==> config.mk <==
export PLATFORM = sky130hd
export DESIGN_NAME = fifo_pkt_reader
export DESIGN_NICKNAME = d
export VERILOG_FILES = /design/src/rtl/fifo_pkt_pkg.sv /design/src/rtl/fifo_pkt_reader.sv
export SDC_FILE = /design/constraint.sdc
export NUM_CORES = 1
export LEC_CHECK = 0
export CAP_MARGIN = 30
export CORE_UTILIZATION = 50
export DETAILED_ROUTE_END_ITERATION = 10
export DONT_BUFFER_PORTS = 1
export GPL_TIMING_DRIVEN = 1
export MAX_ROUTING_LAYER = met4
export PLACE_DENSITY_LB_ADDON = 0.08
export SYNTH_ARGS = -nofsm -noshare
export SYNTH_HDL_FRONTEND = slang
export SYNTH_SLANG_ARGS = --single-unit
==> constraint.sdc <==
create_clock -name clk -period 2.9 [get_ports clk]
set_input_delay 0.58 -clock clk [delete_from_list [all_inputs] [get_ports clk]]
set_output_delay 0.58 -clock clk [all_outputs]
set_load 0.03 [all_outputs]
==> src/rtl/fifo_pkt_pkg.sv <==
// -----------------------------------------------------------------------------
// fifo_pkt_pkg
// Shared definitions for the FIFO packet reader:
//   - state_t         : reader FSM states (CSUM is only entered when the
//                       PKT_CHECKSUM_EN macro is defined)
//   - LEN_LSB/LEN_MSB : bit position of the payload-length field in a header
//   - DEFAULT_MAX_LEN : largest legal payload length in words
// -----------------------------------------------------------------------------
package fifo_pkt_pkg;

  typedef enum logic [1:0] {
    IDLE    = 2'd0,
    PAYLOAD = 2'd1,
    CSUM    = 2'd2
  } state_t;

  localparam int LEN_LSB         = 0;
  localparam int LEN_MSB         = 15;
  localparam int LEN_FIELD_W     = LEN_MSB - LEN_LSB + 1;
  localparam int DEFAULT_MAX_LEN = 512;

endpackage

==> src/rtl/fifo_pkt_reader.sv <==
// -----------------------------------------------------------------------------
// fifo_pkt_reader
// Read-side consumer for a first-word-fall-through FIFO. Pops a header word,
// checks its length field, then forwards that many payload words as a
// valid/ready stream framed with sop/eop. Header words are never forwarded.
//
// Optional feature (macro PKT_CHECKSUM_EN): each packet is followed by a
// trailer word equal to the XOR of its payload words. The trailer is consumed,
// compared, and a mismatch raises a one-cycle err_csum pulse.
//
// Ports:
//   clk            read-domain clock (same as FIFO rclk)
//   res_n          asynchronous active-low reset
//   fifo_d         FIFO head word, valid while fifo_empty=0
//   fifo_empty     FIFO empty flag
//   fifo_shift_out pop request (combinational, never set while empty)
//   out_data       payload word
//   out_valid      out_data/out_sop/out_eop valid
//   out_ready      sink accepts on out_valid & out_ready
//   out_sop        first payload word of a packet
//   out_eop        last payload word of a packet
//   pkt_cnt        completed packets, wraps
//   err_len        one-cycle pulse when a header length is rejected
//   err_csum       (PKT_CHECKSUM_EN only) one-cycle pulse on trailer mismatch
// -----------------------------------------------------------------------------
module fifo_pkt_reader
  import fifo_pkt_pkg::*;
#(
  parameter int DSIZE   = 32,
  parameter int LEN_W   = LEN_FIELD_W,
  parameter int MAX_LEN = DEFAULT_MAX_LEN,
  parameter int CNT_W   = 16
) (
  input  logic             clk,
  input  logic             res_n,
  input  logic [DSIZE-1:0] fifo_d,
  input  logic             fifo_empty,
  output logic             fifo_shift_out,
  output logic [DSIZE-1:0] out_data,
  output logic             out_valid,
  input  logic             out_ready,
  output logic             out_sop,
  output logic             out_eop,
  output logic [CNT_W-1:0] pkt_cnt,
  output logic             err_len
`ifdef PKT_CHECKSUM_EN
  ,
  output logic             err_csum
`endif
);

  state_t           r_state;
  logic [LEN_W-1:0] r_remain;
  logic             r_first;
`ifdef PKT_CHECKSUM_EN
  logic [DSIZE-1:0] r_xor;
`endif

  logic             w_pop;
  logic [LEN_W-1:0] w_len;
  logic             w_len_ok;
  logic             w_last;

  assign w_len    = fifo_d[LEN_W-1:0];
  assign w_len_ok = (w_len != '0) && (32'(w_len) <= 32'(MAX_LEN));
  assign w_last   = (r_remain == LEN_W'(1));

  // Pop decision. In PAYLOAD a word may only be taken when the output
  // register is empty or being drained this cycle, which gives full
  // throughput without a skid buffer.
  always_comb begin
    w_pop = 1'b0;
    unique case (r_state)
      IDLE:    w_pop = !fifo_empty;
      PAYLOAD: w_pop = !fifo_empty && (!out_valid || out_ready);
      default: w_pop = !fifo_empty;
    endcase
  end

  // Gated by reset so no word is lost while the block is held in reset.
  assign fifo_shift_out = w_pop & res_n;

  always_ff @(posedge clk or negedge res_n) begin
    if (!res_n) begin
      r_state   <= IDLE;
      r_remain  <= '0;
      r_first   <= 1'b0;
      out_data  <= '0;
      out_valid <= 1'b0;
      out_sop   <= 1'b0;
      out_eop   <= 1'b0;
      pkt_cnt   <= '0;
      err_len   <= 1'b0;
`ifdef PKT_CHECKSUM_EN
      r_xor     <= '0;
      err_csum  <= 1'b0;
`endif
    end else begin
      err_len <= 1'b0;
`ifdef PKT_CHECKSUM_EN
      err_csum <= 1'b0;
`endif
      // Drain the output register once accepted; a PAYLOAD pop below
      // overrides this with the next word.
      if (out_ready) begin
        out_valid <= 1'b0;
      end

      unique case (r_state)
        IDLE: begin
          if (w_pop) begin
            if (w_len_ok) begin
              r_remain <= w_len;
              r_first  <= 1'b1;
              r_state  <= PAYLOAD;
`ifdef PKT_CHECKSUM_EN
              r_xor    <= '0;
`endif
            end else begin
              err_len <= 1'b1;
            end
          end
        end

        PAYLOAD: begin
          if (w_pop) begin
            out_data  <= fifo_d;
            out_valid <= 1'b1;
            out_sop   <= r_first;
            out_eop   <= w_last;
            r_first   <= 1'b0;
            r_remain  <= r_remain - LEN_W'(1);
`ifdef PKT_CHECKSUM_EN
            r_xor     <= r_xor ^ fifo_d;
            if (w_last) begin
              r_state <= CSUM;
            end
`else
            if (w_last) begin
              pkt_cnt <= pkt_cnt + CNT_W'(1);
              r_state <= IDLE;
            end
`endif
          end
        end

`ifdef PKT_CHECKSUM_EN
        CSUM: begin
          if (w_pop) begin
            err_csum <= (fifo_d != r_xor);
            pkt_cnt  <= pkt_cnt + CNT_W'(1);
            r_state  <= IDLE;
          end
        end
`endif

        default: r_state <= IDLE;
      endcase
    end
  end

endmodule

; ---- After elaboration in Yosys (flattened, before gate mapping)
; Index checks and enable logic that the tools add are counted.
[word_totals]
reg_bits = 71
latchBits = 0
ramBits = 0
mem_bits_ro = 0
input_bits = 36
out_inout_bits = 53
word_cells = 51
memories = 0
[op_classes]
n_addsub = 2
mul = 0
div = 0
order_cmp = 1
n_eq_ne = 6
shift = 0
mux = 20
n_bitwise = 1
reduce_logical = 12
[ops]
columns = cell, count
row1 = 16-bit 2-to-1 mux, 3
row2 = 16-bit one-hot mux with 2 select lines, 1
row3 = "16-bit by 1-bit adder with 16-bit output, second input constant", 1
row4 = "16-bit by 1-bit equality test with 1-bit output, second input constant", 1
row5 = "16-bit by 10-bit <= comparator with 1-bit output, second input constant", 1
row6 = 16-bit nonzero test, 1
row7 = "16-bit by 1-bit subtractor with 16-bit output, second input constant", 1
row8 = 1-bit 2-to-1 mux, 10
row9 = 2-bit 2-to-1 mux, 4
row10 = "2-bit inequality test, second input constant", 4
row11 = 4-bit AND reduction, 2
row12 = 2-bit one-hot mux with 2 select lines, 1
row13 = 3-bit AND reduction, 1
row14 = "2-bit by 1-bit equality test with 1-bit output, second input constant", 1
row15 = 1-bit logical AND, 2
row16 = 1-bit zero test, 2
row17 = 2-bit zero test, 1
row18 = 1-bit one-hot mux with 2 select lines, 1
row19 = 2-bit AND reduction, 1
row20 = 2-bit nonzero test, 1
row21 = 1-bit bitwise AND, 1
row22 = 1-bit logical OR, 1

; ---- Longest topological paths before layout
; Gate-level depths: netlist of run 1.
[logic_depth]
ltp_word = 6
ltp_mapped = 7
ltp_nobuf = 7

; ---- Least setup slack after synthesis of run 1
; OpenSTA, ideal clock, no wires.
[synth_path]
path_type = input port to output port
start = in out_ready
end = out fifo_shift_out
t_arrival_ns = 1.591
required_time_ns = 2.320
setup_slack_ns = 0.729
path_stages = 3
n_path_buf = 0
path_cell_list = nand2b_1 nor2_1 nor3b_1
[synth_between]
elab_chain_cells = 4
[synth_lines]
columns = item, line_no
row1 = "start, declared", fifo_pkt_reader.sv:41  ; input logic out_ready,
row2 = 1-bit logical OR, fifo_pkt_reader.sv:75  ; PAYLOAD: w_pop = !fifo_empty && (!out_valid || out_ready);
row3 = 1-bit logical AND, fifo_pkt_reader.sv:75
row4 = 1-bit 2-to-1 mux, -
row5 = 1-bit bitwise AND, fifo_pkt_reader.sv:81  ; assign fifo_shift_out = w_pop & res_n;
row6 = "end, declared", fifo_pkt_reader.sv:38  ; output logic fifo_shift_out,
; No other way between the ends.

; ---- Final worst setup path of run 1
[layout_path]
start = reg out_valid
end = out fifo_shift_out
[layout_between]
elab_chain_cells = 5
[layout_lines]
columns = item, line_no
row1 = "start, declared", fifo_pkt_reader.sv:40  ; output logic out_valid,
row2 = "start signal, assigned", fifo_pkt_reader.sv:89  ; out_valid <= 1'b0;
row3 = "start signal, assigned", fifo_pkt_reader.sv:106  ; out_valid <= 1'b0;
row4 = "start signal, assigned", fifo_pkt_reader.sv:128  ; out_valid <= 1'b1;
row5 = 1-bit zero test, fifo_pkt_reader.sv:75
row6 = 1-bit logical OR, fifo_pkt_reader.sv:75
row7 = 1-bit logical AND, fifo_pkt_reader.sv:75
row8 = 1-bit 2-to-1 mux, -
row9 = 1-bit bitwise AND, fifo_pkt_reader.sv:81
; No other way between the ends.

==> results.md, run 1 <==
- Ant diodes: 0
- Vias in the first global route: 2410
- Min cycle time layout: 2.24 ns
- Critical Path Fanout Max: 7
- Setup violators final: 0
- # H-tree levels: 3
- Max VDD drop: 0.604 mV
- Root Buffer: clkbuf_8
- Max Cap Violations: 0
- Largest net degree at the start of global routing: 71
- Slew Limit Headroom: 0.649
- Post-route ant nets: 0
- Async set-reset flop share out of synthesis: 1.00
- Syn avg cell area: 9.81 sq um
- Peak Freq: 447 MHz
- CTS clk-pin slew, worst paths: 0.07 ns
- CTS tree: done
- Post-synthesis cell count: 336
- Cell Pwr Density: 917 nW/um^2
- Seq/Total Area, Yosys: 0.532
- Synth cell count leaders: 113 x nand2_1, 70 x dfrtp_1, 29 x nor2_1
- WL/cell: 16.7 microns
- Core Area: 6350 sq um
- Final wirelength: 7050 microns
- Tot GR Track Use: 0.228
- Post-synth cell types: 46
- Skew final: 0.00701 ns
- Worst path arrival time: 1.66 ns
- Die Ht: 83.2 microns
- Clock Latency Late Sink: 0.33 ns
- Sink Count: 70
- Startpoint Class: register
- Die ar.: 6920 sq um
- Final worst-path cycle share: 0.772
- RSZ-0062 raised after global routing: false
- FP Rows: 29
- Initial antenna violation count: 0
- Iter 0 DRT Violations: 166
- CTS buffer count: 9
- Cell Area, Synth: 3300 sq um
- Yosys reg bits: 70
- Worst Hold Class: in2async
- Cells on worst reg2reg path: 7
- Post-synth top area share: 0.532
- Nature of the critical path endpoint: output pin
- P&R area growth vs syn: 7.78%
- Longest Clk Path Bufs: 2
- CP Class: reg2out
- Initial Util: 0.519
- Biggest area consumer among synthesized cells: dfrtp_1
- Leak: 1.74 nW
- Hold Violations, Final: 0
- Vias: 2384
- Worst slew pin tran: 0.522 ns
- Post-synth net total: 375
- Fill cells: 570
- Dpl hpwl: 4860 microns
- Top-count cell post-synth: nand2_1
- Ports: 89
- Die extent in x: 83.2 microns
- Final nets: 380
- Share of post-route cells with drive strength above 1: 0.127
- Post-synth EDFFs: 0
- Status: complete, no violations
- Overflow after GRT: 0
- TNS Setup: 0 ns
- # resized after CTS: 0
- Pre-Repair DR Iteration Count: 4
- Main synth FF type: dfrtp_1
- Final Core Density: 0.559
- Final Slew Violations: 0
- First-pass GRT wire length: 12000 microns
- DRC: 0
- IO Port Bufs: 0
- WP data required: 2.32 ns
- Final Wtd Congestion: 0.750
- YS warnings: 0
- Synth top area cells: dfrtp_1 53%, nand2_1 13%, nor2_1 3.3%
- DR vias/cell: 5.64
-- critical path, cell delays in order, from the launching register on --
cell and delay, ns:
dfrtp_1 0.49, nand2b_1 0.33, nor2_1 0.08, nor3b_1 0.23, buf_4 0.20
-- sequential cells by signal (all words and copies together) (netlist names) --
register	cells
out_data	32
pkt_cnt	16
r_remain	16
err_len	1
out_eop	1
out_sop	1
out_valid	1
r_first	1
r_state	1
-- metrics by stage --
stage	instance area (sq um)	total power, W	instances	hold WS [ns]	setup slack [ns]
CTS	3550	0.00329	423	0.131	0.654
floorplan	3300	0.00241	336	0.284	0.729
finish	3550	0.00326	423	0.112	0.662
global route	3550	0.00346	423	0.133	0.539
global placement	3360	0.00257	406	0.288	0.538
detailed placement	3360	0.00259	406	0.288	0.524
-- metal layers --
| metal | global-route usage | vias to the layer above | wire length (microns) |
|---|---|---|---|
| met1 | 0.304 | 1156 | 3320 |
| met5 | - | - | 0 |
| met4 | 0.0893 | 0 | 89 |
| li1 | - | 1149 | - |
| met3 | 0.0537 | 8 | 405 |
| met2 | 0.340 | 71 | 3230 |
-- worst paths after layout --
path,startpoint,endpoint,slack (ns)
hold reg to reg,r_first$_DFFE_PN0P_,out_sop$_DFFE_PN0P_,0.48
setup reg to reg,r_remain[0]$_DFFE_PN0P_,r_remain[8]$_DFFE_PN0P_,0.85
hold / removal,res_n,r_remain[5]$_DFFE_PN0P_,0.11
min in group clk,fifo_d[26],out_data[26]$_DFFE_PN0P_,0.35
setup / recovery,out_valid$_DFF_PN0_,fifo_shift_out,0.66
max in group asynchronous,res_n,r_remain[11]$_DFFE_PN0P_,2.48
-- layout by cell type (no fill, tap or decap), types with 5 or more instances in the layout --
cell type    n
nor2_1      29
nand2_1    113
dfrtp_1     70
nand3_1      6
xor2_1       9
o21ai_0      9
nor3_1       5
buf_4        5
clkbuf_8     9
and3_1       7
inv_1        5
o221a_2      5
xnor2_1     10
-- report_power, final --
part	internal (W)	switching, W	total, W	leakage, nW
Clock	0.000307	0.000359	0.000666	0.0820
Sequential	0.00127	0.000754	0.00202	0.901
Combinational	0.000257	0.000310	0.000567	0.760
-- repair_timing --
action / in CTS / in global routing
endpoints found under the hold margin: 70 / 0
buffers inserted: 0 / 0
hold buffers: 1 / 0
-- final cells by class --
class,instances,area [sq um],share of cell area
Sequential cell,70,1750,0.493
Tap cell,77,96.3,0.0271
Clock buffer,10,128,0.0359
Clock inverter,6,38.8,0.0109
Inverter,5,18.8,0.00528
Multi-Input combinational cell,249,1450,0.409
Timing Repair Buffer,6,65.1,0.0183
-- logic make-up (layout without fill, tap and decap cells) --
family,after synthesis,in the layout,share of synthesized area
flip-flops,70,70,0.532
XOR/XNOR,19,19,0.0505
adder cells (fa/ha/maj),3,3,0.0114
buffers and inverters,17,27,0.0273
multiplexers,6,6,0.0190
AO/OA/AOI/OAI,27,27,0.0661
AND/OR/NAND/NOR,194,194,0.294
(Power assumes the default switching activity.)
==> run 2, diff against run 1 <==
==> constraint.sdc (replaced) <==
create_clock -name clk -period 2.3 [get_ports clk]
set_input_delay 0.46 -clock clk [delete_from_list [all_inputs] [get_ports clk]]
set_output_delay 0.46 -clock clk [all_outputs]
set_load 0.03 [all_outputs]
==> run 2 against run 1 <==
- sequential power rose by 25%
- non-clock buffer count is 2 higher
- critical path depth is the same
- sequential cell count is the same
- count of clock-buffer cells in the layout grew 1
- clock skew decreased by 0.0029 ns
- first-iteration DRC count down 20%
- die area stayed put
- critical endpoint unchanged
- largest cell class unchanged
==> results.md, run 2 (same netlist as run 1, synthesis figures left out) <==
- Share of post-route cells with drive strength above 1: 0.135 (+0.00789)
- Ant diodes: 0 (unchanged)
- Setup violators final: 0 (unchanged)
- Switch Pwr: 0.00178 W (+25%)
- Slowest library cell on the worst path: dfrtp_1
- Worst slew pin tran: 0.502 ns (-0.0197 ns)
- Status: complete, no violations
- Critical Path Fanout Max: 7 (unchanged)
- Overflow after GRT: 0 (unchanged)
- # H-tree levels: 3 (unchanged)
- Iter 0 DRT Violations: 133 (-20%)
- Die Ht: 83.2 microns (unchanged)
- Sw Ratio: 0.397 (-0.0400)
- Fin cells: 425 (+0.47%)
- First-pass GRT wire length: 11600 microns (-2.9%)
- FP Rows: 29 (unchanged)
- Worst Hold Class: in2async
- P&R area growth vs syn: 10.9%
- Flop pwr share: 0.564 (-0.058)
- Most frequent cells in the layout: 113 x nand2_1, 70 x dfrtp_1, 29 x nor2_1
- Final Wtd Congestion: 0.764 (+1.9%)
- Hold Violations, Final: 0 (unchanged)
- CTS buffer count: 9 (unchanged)
- CTS clk-pin slew, worst paths: 0.07 ns (about the same)
- Die ar.: 6920 sq um (unchanged)
- Top reg by flops: out_data
- Initial Util: 0.519 (unchanged)
- R2r setup slk: 0.35 ns (-0.50 ns)
- Vias in the first global route: 2405 (-0.21%)
- Longest Clk Path Bufs: 2 (unchanged)
- Core Area: 6350 sq um (unchanged)
- Critical path endpoint: fifo_shift_out
- Final Core Density: 0.576 (+0.0164)
- Leading cell type in the layout, fill and taps excluded: nand2_1
- Peak Freq: 511 MHz
- Fill cells: 552 (-3.2%)
- Logic gate share of total power: 0.160 (-0.014)
- Leak: 1.80 nW (+3.3%)
- Sink Count: 70 (unchanged)
- Final wirelength: 7030 microns (-0.33%)
- Clock power frac: 0.276 (+0.072)
- WL/cell: 16.5 microns (-0.80%)
- Crit path depth: 4 (unchanged)
- Critical Path Source: out_valid$_DFF_PN0_
- CTS tree: done
- Slew Limit Headroom: 0.665 (+0.0163)
- Min cycle time layout: 1.96 ns
- RR Startpoint: r_remain[0]$_DFFE_PN0P_
- Max VDD drop: 0.792 mV (+31%)
- CP max stage delay: 0.38 ns (-0.11 ns)
- TNS Setup: 0 ns (unchanged)
- DR vias/cell: 5.66 (+0.49%)
- Max Cap Violations: 0 (unchanged)
- WP data required: 1.84 ns (-0.48 ns)
- DRC: 0 (unchanged)
- IO Port Bufs: 0 (unchanged)
- Clock Latency Late Sink: 0.34 ns (about the same)
- Final worst-path cycle share: 0.851
- CP bufs+invs: 1 (unchanged)
- CP Class: reg2out
- Worst path arrival time: 1.50 ns (-0.16 ns)
- Delay-heaviest family, CP: simple AND/OR/NAND/NOR gates
- Tot GR Track Use: 0.223 (-0.00570)
- Initial antenna violation count: 0 (unchanged)
- Ordered list of cells on the worst path: nand2b_1, nor2_1, nor3b_1, buf_4
- Final nets: 382 (+0.53%)
- Post-Place Cells: 408 (+0.49%)
- RSZ-0062 raised after global routing: false
- Dpl hpwl: 4690 microns (-3.5%)
- Largest regs: out_data (32), pkt_cnt (16), r_remain (16)
- Ports: 89 (unchanged)
- Pre-Repair DR Iteration Count: 5 (+1)
- Largest net degree at the start of global routing: 71 (unchanged)
- Pint: 0.00271 W (+48%)
- Worst r2r dst: r_remain[14]$_DFFE_PN0P_
- Number of flip-flops in the largest register: 32 (unchanged)
- Skew final: 0.00415 ns (-0.00287 ns)
- Final Slew Violations: 0 (unchanged)
- Vias: 2407 (+0.96%)
- Cell Pwr Density: 1230 nW/um^2 (+34%)
- Cells on worst reg2reg path: 7 (unchanged)
- Post-route ant nets: 0 (unchanged)
- Die extent in x: 83.2 microns (unchanged)
- Nature of the critical path endpoint: output pin
- Startpoint Class: register
- Root Buffer: clkbuf_8
-- run 2: timing repair --
action | 4_1_cts | 5_1_grt
hold endpoints to repair | 70 | 0
hold buffers | 1 | 0
setup buffers | 0 | 0
resized for setup | 0 | 0
-- run 2: power by group through the flow --
stage / combinational [W] / sequential [W] / clock, W
4_1_cts: 0.000731 / 0.00253 / 0.00126
3_5_place_dp: 0.000706 / 0.00255 / 0
2_1_floorplan: 0.000585 / 0.00246 / 0
6_report: 0.000721 / 0.00253 / 0.00124
5_1_grt: 0.000841 / 0.00259 / 0.00132
3_3_place_gp: 0.000670 / 0.00255 / 0
-- run 2: worst min-delay path by stage --
| stage | startpoint | end | slack (ns) | cells past startpoint |
|---|---|---|---|---|
| after floorplan | res_n | err_len$_DFF_PN0_ | 0.16 | 0 |
| after global placement | res_n | r_remain[6]$_DFFE_PN0P_ | 0.17 | 0 |
| after detailed placement | res_n | r_remain[4]$_DFFE_PN0P_ | 0.17 | 0 |
| after CTS | res_n | pkt_cnt[10]$_DFFE_PN0P_ | 0.004 | 1 |
| after global routing | res_n | pkt_cnt[10]$_DFFE_PN0P_ | 0.008 | 1 |
| final | res_n | r_remain[9]$_DFFE_PN0P_ | 0.008 | 1 |
-- run 2: area by class of cell --
| type | count | area (sq um) | share of cell area |
|---|---|---|---|
| flip-flops and latches | 70 | 1750 | 0.479 |
| inverters | 5 | 18.8 | 0.00513 |
| well taps | 77 | 96.3 | 0.0264 |
| repair buffers | 8 | 80.1 | 0.0219 |
| clock buffers | 11 | 151 | 0.0414 |
| clock inverters | 5 | 104 | 0.0284 |
| multi-input cells | 249 | 1450 | 0.398 |
-- run 2: worst reg2reg max path, stage by stage, from the launching register on --
cell and delay (ns):
dfrtp_1 0.41, inv_1 0.11, ha_1 0.18, or3b_1 0.45, nor3_4 0.30, nand4_1 0.15, xor2_1 0.18, nor2_1 0.07
-- run 2: per-layer routing --
metal	track usage	vias up	part of all wire
met1	0.282	1176	0.45
met5	-	-	0
met3	0.0736	9	0.072
li1	-	1147	-
met2	0.329	75	0.46
met4	0.0909	0	0.014
-- run 2: per-stage QoR --
stage	total power [W]	area (sq um)	hold slack, ns	worst slack [ns]
floorplan	0.00304	3300	0.164	0.329
global placement	0.00322	3370	0.167	0.284
detailed placement	0.00325	3370	0.167	0.260
CTS	0.00453	3660	0.00407	0.321
global route	0.00475	3660	0.00754	0.178
finish	0.00449	3660	0.00822	0.342
